$ cat src/rtl/qr_result_drain.sv
// Captures R (32 words) and Q (64 words) from qr_cordic, then streams them R-then-Q on done.
// Latency: out_valid rises one cycle after the done rising edge; one word per accepted cycle.
// Backpressure: out_ready low holds every output stable; writes arriving while draining are dropped.
module qr_result_drain #(
  parameter int OUT_WIDTH = 12
) (
  input  logic                        clk,
  input  logic                        rst,
  input  logic                        wr_R,
  input  logic signed [OUT_WIDTH-1:0] wr_R_data,
  input  logic [2:0]                  wr_R_row_addr,
  input  logic [1:0]                  wr_R_col_addr,
  input  logic                        wr_Q_1,
  input  logic                        wr_Q_2,
  input  logic                        wr_Q_3,
  input  logic                        wr_Q_4,
  input  logic                        wr_Q_5,
  input  logic                        wr_Q_6,
  input  logic                        wr_Q_7,
  input  logic                        wr_Q_8,
  input  logic signed [OUT_WIDTH-1:0] wr_Q_data_1,
  input  logic signed [OUT_WIDTH-1:0] wr_Q_data_2,
  input  logic signed [OUT_WIDTH-1:0] wr_Q_data_3,
  input  logic signed [OUT_WIDTH-1:0] wr_Q_data_4,
  input  logic signed [OUT_WIDTH-1:0] wr_Q_data_5,
  input  logic signed [OUT_WIDTH-1:0] wr_Q_data_6,
  input  logic signed [OUT_WIDTH-1:0] wr_Q_data_7,
  input  logic signed [OUT_WIDTH-1:0] wr_Q_data_8,
  input  logic [2:0]                  wr_Q_addr_1,
  input  logic [2:0]                  wr_Q_addr_2,
  input  logic [2:0]                  wr_Q_addr_3,
  input  logic [2:0]                  wr_Q_addr_4,
  input  logic [2:0]                  wr_Q_addr_5,
  input  logic [2:0]                  wr_Q_addr_6,
  input  logic [2:0]                  wr_Q_addr_7,
  input  logic [2:0]                  wr_Q_addr_8,
  input  logic                        done,
  input  logic                        out_ready,
  output logic                        out_valid,
  output logic signed [OUT_WIDTH-1:0] out_data,
  output logic                        out_sel,
  output logic [5:0]                  out_index,
  output logic                        busy,
  output logic                        frame_done,
  output logic                        drop_err
);

  typedef enum logic [1:0] {CAPTURE, DRAIN_R, DRAIN_Q, FIN} state_t;

  state_t                      r_state;
  logic [5:0]                  r_ptr;
  logic                        r_sel;
  logic                        r_valid;
  logic                        r_busy;
  logic                        r_frame_done;
  logic                        r_drop_err;
  logic                        r_done_d;
  logic signed [OUT_WIDTH-1:0] r_rmem [32];
  logic signed [OUT_WIDTH-1:0] r_qmem [64];

  logic [7:0]                  w_q_we;
  logic signed [OUT_WIDTH-1:0] w_q_dat [8];
  logic [2:0]                  w_q_adr [8];
  logic                        w_capture;
  logic                        w_any_wr;
  logic                        w_start;
  logic                        w_xfer;

  // Gather the eight Q row ports so row k maps to Q_MEM rows (k-1)*8.
  assign w_q_we     = {wr_Q_8, wr_Q_7, wr_Q_6, wr_Q_5, wr_Q_4, wr_Q_3, wr_Q_2, wr_Q_1};
  assign w_q_dat[0] = wr_Q_data_1;
  assign w_q_dat[1] = wr_Q_data_2;
  assign w_q_dat[2] = wr_Q_data_3;
  assign w_q_dat[3] = wr_Q_data_4;
  assign w_q_dat[4] = wr_Q_data_5;
  assign w_q_dat[5] = wr_Q_data_6;
  assign w_q_dat[6] = wr_Q_data_7;
  assign w_q_dat[7] = wr_Q_data_8;
  assign w_q_adr[0] = wr_Q_addr_1;
  assign w_q_adr[1] = wr_Q_addr_2;
  assign w_q_adr[2] = wr_Q_addr_3;
  assign w_q_adr[3] = wr_Q_addr_4;
  assign w_q_adr[4] = wr_Q_addr_5;
  assign w_q_adr[5] = wr_Q_addr_6;
  assign w_q_adr[6] = wr_Q_addr_7;
  assign w_q_adr[7] = wr_Q_addr_8;

  assign w_capture = (r_state == CAPTURE);
  assign w_any_wr  = wr_R | (|w_q_we);
  assign w_start   = w_capture && done && !r_done_d;
  assign w_xfer    = r_valid && out_ready;

  // Memories only accept writes while capturing, so their contents are frozen during a drain.
  always_ff @(posedge clk or posedge rst) begin
    if (rst) begin
      for (int i = 0; i < 32; i++) r_rmem[i] <= '0;
      for (int i = 0; i < 64; i++) r_qmem[i] <= '0;
    end else if (w_capture) begin
      if (wr_R) r_rmem[{wr_R_row_addr, wr_R_col_addr}] <= wr_R_data;
      for (int k = 0; k < 8; k++) begin
        if (w_q_we[k]) r_qmem[{3'(k), w_q_adr[k]}] <= w_q_dat[k];
      end
    end
  end

  // Drain sequencer: CAPTURE -> DRAIN_R (32 words) -> DRAIN_Q (64 words) -> FIN -> CAPTURE.
  // Done history resets to 1 so a done level held through reset cannot start a frame.
  always_ff @(posedge clk or posedge rst) begin
    if (rst) begin
      r_state      <= CAPTURE;
      r_ptr        <= '0;
      r_sel        <= 1'b0;
      r_valid      <= 1'b0;
      r_busy       <= 1'b0;
      r_frame_done <= 1'b0;
      r_drop_err   <= 1'b0;
      r_done_d     <= 1'b1;
    end else begin
      r_done_d     <= done;
      r_frame_done <= 1'b0;
      if (!w_capture && w_any_wr) r_drop_err <= 1'b1;
      case (r_state)
        CAPTURE: begin
          if (w_start) begin
            r_state <= DRAIN_R;
            r_ptr   <= '0;
            r_sel   <= 1'b0;
            r_valid <= 1'b1;
            r_busy  <= 1'b1;
          end
        end
        DRAIN_R: begin
          if (w_xfer) begin
            if (r_ptr == 6'd31) begin
              r_state <= DRAIN_Q;
              r_ptr   <= '0;
              r_sel   <= 1'b1;
            end else begin
              r_ptr <= r_ptr + 6'd1;
            end
          end
        end
        DRAIN_Q: begin
          if (w_xfer) begin
            if (r_ptr == 6'd63) begin
              r_state      <= FIN;
              r_ptr        <= '0;
              r_sel        <= 1'b0;
              r_valid      <= 1'b0;
              r_busy       <= 1'b0;
              r_frame_done <= 1'b1;
            end else begin
              r_ptr <= r_ptr + 6'd1;
            end
          end
        end
        default: begin
          r_state <= CAPTURE;
        end
      endcase
    end
  end

  assign out_valid  = r_valid;
  assign out_sel    = r_sel;
  assign out_index  = r_ptr;
  assign busy       = r_busy;
  assign frame_done = r_frame_done;
  assign drop_err   = r_drop_err;
  assign out_data   = !r_valid ? '0 : (r_sel ? r_qmem[r_ptr] : r_rmem[r_ptr[4:0]]);

endmodule

$ cat config.mk
export PLATFORM = sky130hd
export DESIGN_NAME = qr_result_drain
export DESIGN_NICKNAME = d
export VERILOG_FILES = /design/src/rtl/qr_result_drain.sv
export SDC_FILE = /design/constraint.sdc
export NUM_CORES = 2
export LEC_CHECK = 0
export ABC_AREA = 1
export BUFFER_PORTS_ARGS = -buffer_cell sky130_fd_sc_hd__buf_2
export CAP_MARGIN = 10
export CORE_UTILIZATION = 50
export CTS_BUF_LIST = sky130_fd_sc_hd__clkbuf_8
export DETAILED_ROUTE_END_ITERATION = 6
export GPL_TIMING_DRIVEN = 0
export PLACE_DENSITY = 0.66
export REMOVE_ABC_BUFFERS = 1
export SKIP_CTS_REPAIR_TIMING = 1
export SYNTH_ARGS = -nofsm -noshare
export SYNTH_HDL_FRONTEND = slang
export SYNTH_SLANG_ARGS = --single-unit
$ cat constraint.sdc
create_clock -name clk -period 42.4 [get_ports clk]
set_input_delay 8.48 -clock clk [delete_from_list [all_inputs] [get_ports clk]]
set_output_delay 8.48 -clock clk [all_outputs]
set_load 0.01 [all_outputs]
==> reports/results.ini <==
[power_and_ir_drop]
p_per_area_nw_per_um2 = 64.8
combPwrFrac_pct = 27.3
internal_power_mw = 2.48
vdd_ir_drop_max_mv = 0.0495
pwr-share-clk_pct = 26.6
leakage_nw = 29.2
power.switching_mw = 1.37
p_sw_share_pct = 35.6
p_seq_share_pct = 46.2
total_power_mw = 3.85

[synthesis]
ys_seq_elements = 1165
synthXorXnorAreaFrac_pct = 0.0163
synthTopCellsByCount = nand2_1 (2935), o21ai_0 (1212), dfrtp_1 (1164)
synthCells = 6931
synth_compound_area_share_pct = 13.4
yosysSeqAreaShare_pct = 54.3
syn_area_per_cell_um2 = 7.74
synth_warnings = 0
synth.top_cell.area_share_pct = 54.3
yosys.area.top_type = dfrtp_1
synth.mux.area_fraction_pct = 0
synth_cell_types = 29
synth-simple-area-share_pct = 26.7
yosysMostFrequentCell = nand2_1
synthAdderAreaFrac_pct = 0.140
async_reset_ff_share_pct = 100
synth-edff-count = 0
synth_ff_type = dfrtp_1
ys_top_cells_by_area = dfrtp_1 (54%), nand2_1 (21%), o21ai_0 (11%), nand3_1 (3.8%), nor2_1 (2.1%)
syn-cell-area_um2 = 53700
synth_top_family_by_area = simple AND/OR/NAND/NOR gates

[hold_path]
min_path_type = reg -> reg
min_path_cells = 2

[die]
core_um2 = 106000
die_y_um = 330
num_rows = 119
ios = 173
die_w_um = 330
initial_core_util_pct = 50.7
die_area_um2 = 109000

[clock_network]
clk_latency_ns = 0.87
clk_pin_slew_ns = 0.06
ctsRootBufferMaster = clkbuf_8
cts_buffers = 194
clkSinkCount = 1165
clk_path_buf_depth = 3
cts_tree = done
htreeDepth = 4

[timing]
final_hold_viol_count = 0
worstMarginPinSlew_ns = 1.26
setup_slack_ns = 28.55
maxSlewHeadroom_pct = 15.7
setup_viol = 0
rsz0062_at_grt = no
tns_ns = 0
period_share_pct = 32.7
layout_min_cycle_time_ns = 13.85
fin_hold_ws_ns = 0.479
clock_skew_ns = 0.0313
fmax_ghz = 0.0722
finalMaxSlewViolations = 0

[final_layout]
final_util_pct = 56.2
final-instance-count-excl-fill = 8436
multi_input_area_um2 = 21600
fillerInstances = 9935
layout-drive-gt1-share_pct = 7.36
post-route-cell-area_um2 = 59500
fin_nets = 7040
register_area_um2 = 29200
area_delta_synth_final_pct = 10.8

[placed_design]
dpl.cell_count = 8074
hpwl_um = 91600
dp_slack_ns = 29.33
place_area_um2 = 55200
port-buffer-count = 172
gp_congestion = 0.853

[worst_setup_path]
crit_chain = buf_16 -> buf_16 -> inv_8 -> buf_16 -> buf_16 -> nand2_1 -> nand2_1 -> nand2_1 -> nand3_1 -> nand2_1 -> nand2_1 -> nand2_1 -> a21oi_1 -> nand2_1 -> inv_1 -> buf_2
crit_path_max_fanout = 133
required_ns = 33.92
worst-r2r-cell-count = 6
crit_top_cell = nand2_1
critPathSlowestCell = dfrtp_4
crit_cells = 16
r2r_end = r_rmem[224]$_DFFE_PP0P_
r2r_start = r_state[0]$_DFFE_PP0P_
critPathMaxStageDelay_ns = 0.72
setup.worst_path.end_class = output pin
cp-startpoint = out_index[0]$_DFFE_PP0P_
cp-endpoint = out_data[7]
cp_num_buf_inv = 7
start_kind = flip-flop
cp.arrival_ns = 5.37
crit_family = buffers and inverters
reg2reg_slack_ns = 38.53
crit_type = reg -> out

[route]
drt_wl_total_um = 157000
avgViaCountPerCell = 5.45
wire_per_inst_um = 18.6
drt-pass1-iter-count = 7
drt-initial-drc-count = 4978
drcViolationCount = 5
num_vias = 45900
detail-route-antenna-nets = 0

[global_route]
grt_pass1_vias = 41800
grt-ovfl-total = 0
grt_max_degree = 134
antenna_found_initial = 10
grtUsageTotal_pct = 28.9
grt_pass1_wl_um = 243000

[status]
violations = DRC
status = complete, but fails checks

[run]
cap_violations = 0

[worst min-delay path by stage]
| stage | end | from | slack (ns) |
|---|---|---|---|
| 2_1_floorplan | r_rmem[155]$_DFFE_PP0P_ | r_rmem[155]$_DFFE_PP0P_ | 0.45 |
| 3_3_place_gp | drop_err$_DFFE_PP0P_ | drop_err$_DFFE_PP0P_ | 0.46 |
| 3_5_place_dp | r_rmem[146]$_DFFE_PP0P_ | r_rmem[146]$_DFFE_PP0P_ | 0.47 |
| 4_1_cts | r_rmem[146]$_DFFE_PP0P_ | r_rmem[146]$_DFFE_PP0P_ | 0.48 |
| 5_1_grt | r_rmem[61]$_DFFE_PP0P_ | r_rmem[61]$_DFFE_PP0P_ | 0.49 |
| 6_report | r_rmem[339]$_DFFE_PP0P_ | r_rmem[339]$_DFFE_PP0P_ | 0.48 |
[flip-flops by register name (all words and copies together), names as in the netlist]
| register | cells |
|---|---|
| busy | 1 |
| drop_err | 1 |
| frame_done | 1 |
| out_index | 6 |
| out_sel | 1 |
| r_done_d | 1 |
| r_qmem | 768 |
| r_rmem | 384 |
| r_state | 2 |
[cell families after synthesis]
kind of cell	count (synthesis)
buf+inv	663
xor+xnor	1
simple gates	3665
compound gates	1431
fa+ha+maj	6
flops	1165
[placed cells by master (no fill, tap or decap), drive strengths merged]
master / synthesis / layout
nand3: 407 / 407
o21ai: 1220 / 1220
dfstp: 1 / 1
clkinv: 1 / 12
nand2: 2936 / 2936
dfrtp: 1164 / 1164
inv: 202 / 276
nor2: 302 / 302
xor2: 1 / 1
nand4: 2 / 2
nor3: 15 / 15
diode: 0 / 3
nor4: 3 / 3
buf: 205 / 217
o21bai: 1 / 1
clkbuf: 255 / 263
a31oi: 5 / 5
a21oi: 193 / 193
ha: 6 / 6
o211ai: 12 / 12
bufinv: 0 / 2
clkinvlp: 0 / 4
[cell type report]
type                       instances  area share, %
timing repair buffer             217           3.44
multi-input combinational       5103           36.4
antenna                            3         0.0126
clock buffer                     263           6.09
inverter                         203           1.34
clock inverter                    91          0.772
sequential                      1165           49.0
tap                             1391           2.93
[routing by layer]
metal | vias up | GRT usage [%] | share of wire, %
met5 | - | 0 | 0.047
met4 | 12 | 10.6 | 3.1
met3 | 286 | 6.07 | 8.0
met2 | 1568 | 44.0 | 45
met1 | 21900 | 40.8 | 44
li1 | 22200 | - | -
[worst min-delay path, stage by stage, from the launching register on]
cell and delay (ns):
dfrtp_1 0.34, nand2_1 0.05, o21ai_0 0.06
[power groups by stage]
stage	combinational (mW)	clock, mW	sequential, mW
after floorplan	0.744	0	1.77
after global placement	1.02	0	1.84
after detailed placement	1.05	0	1.79
after CTS	1.05	1.04	1.77
after global routing	1.21	1.09	1.83
final	1.05	1.02	1.78
Note: power is estimated with default switching activity, not from simulation.
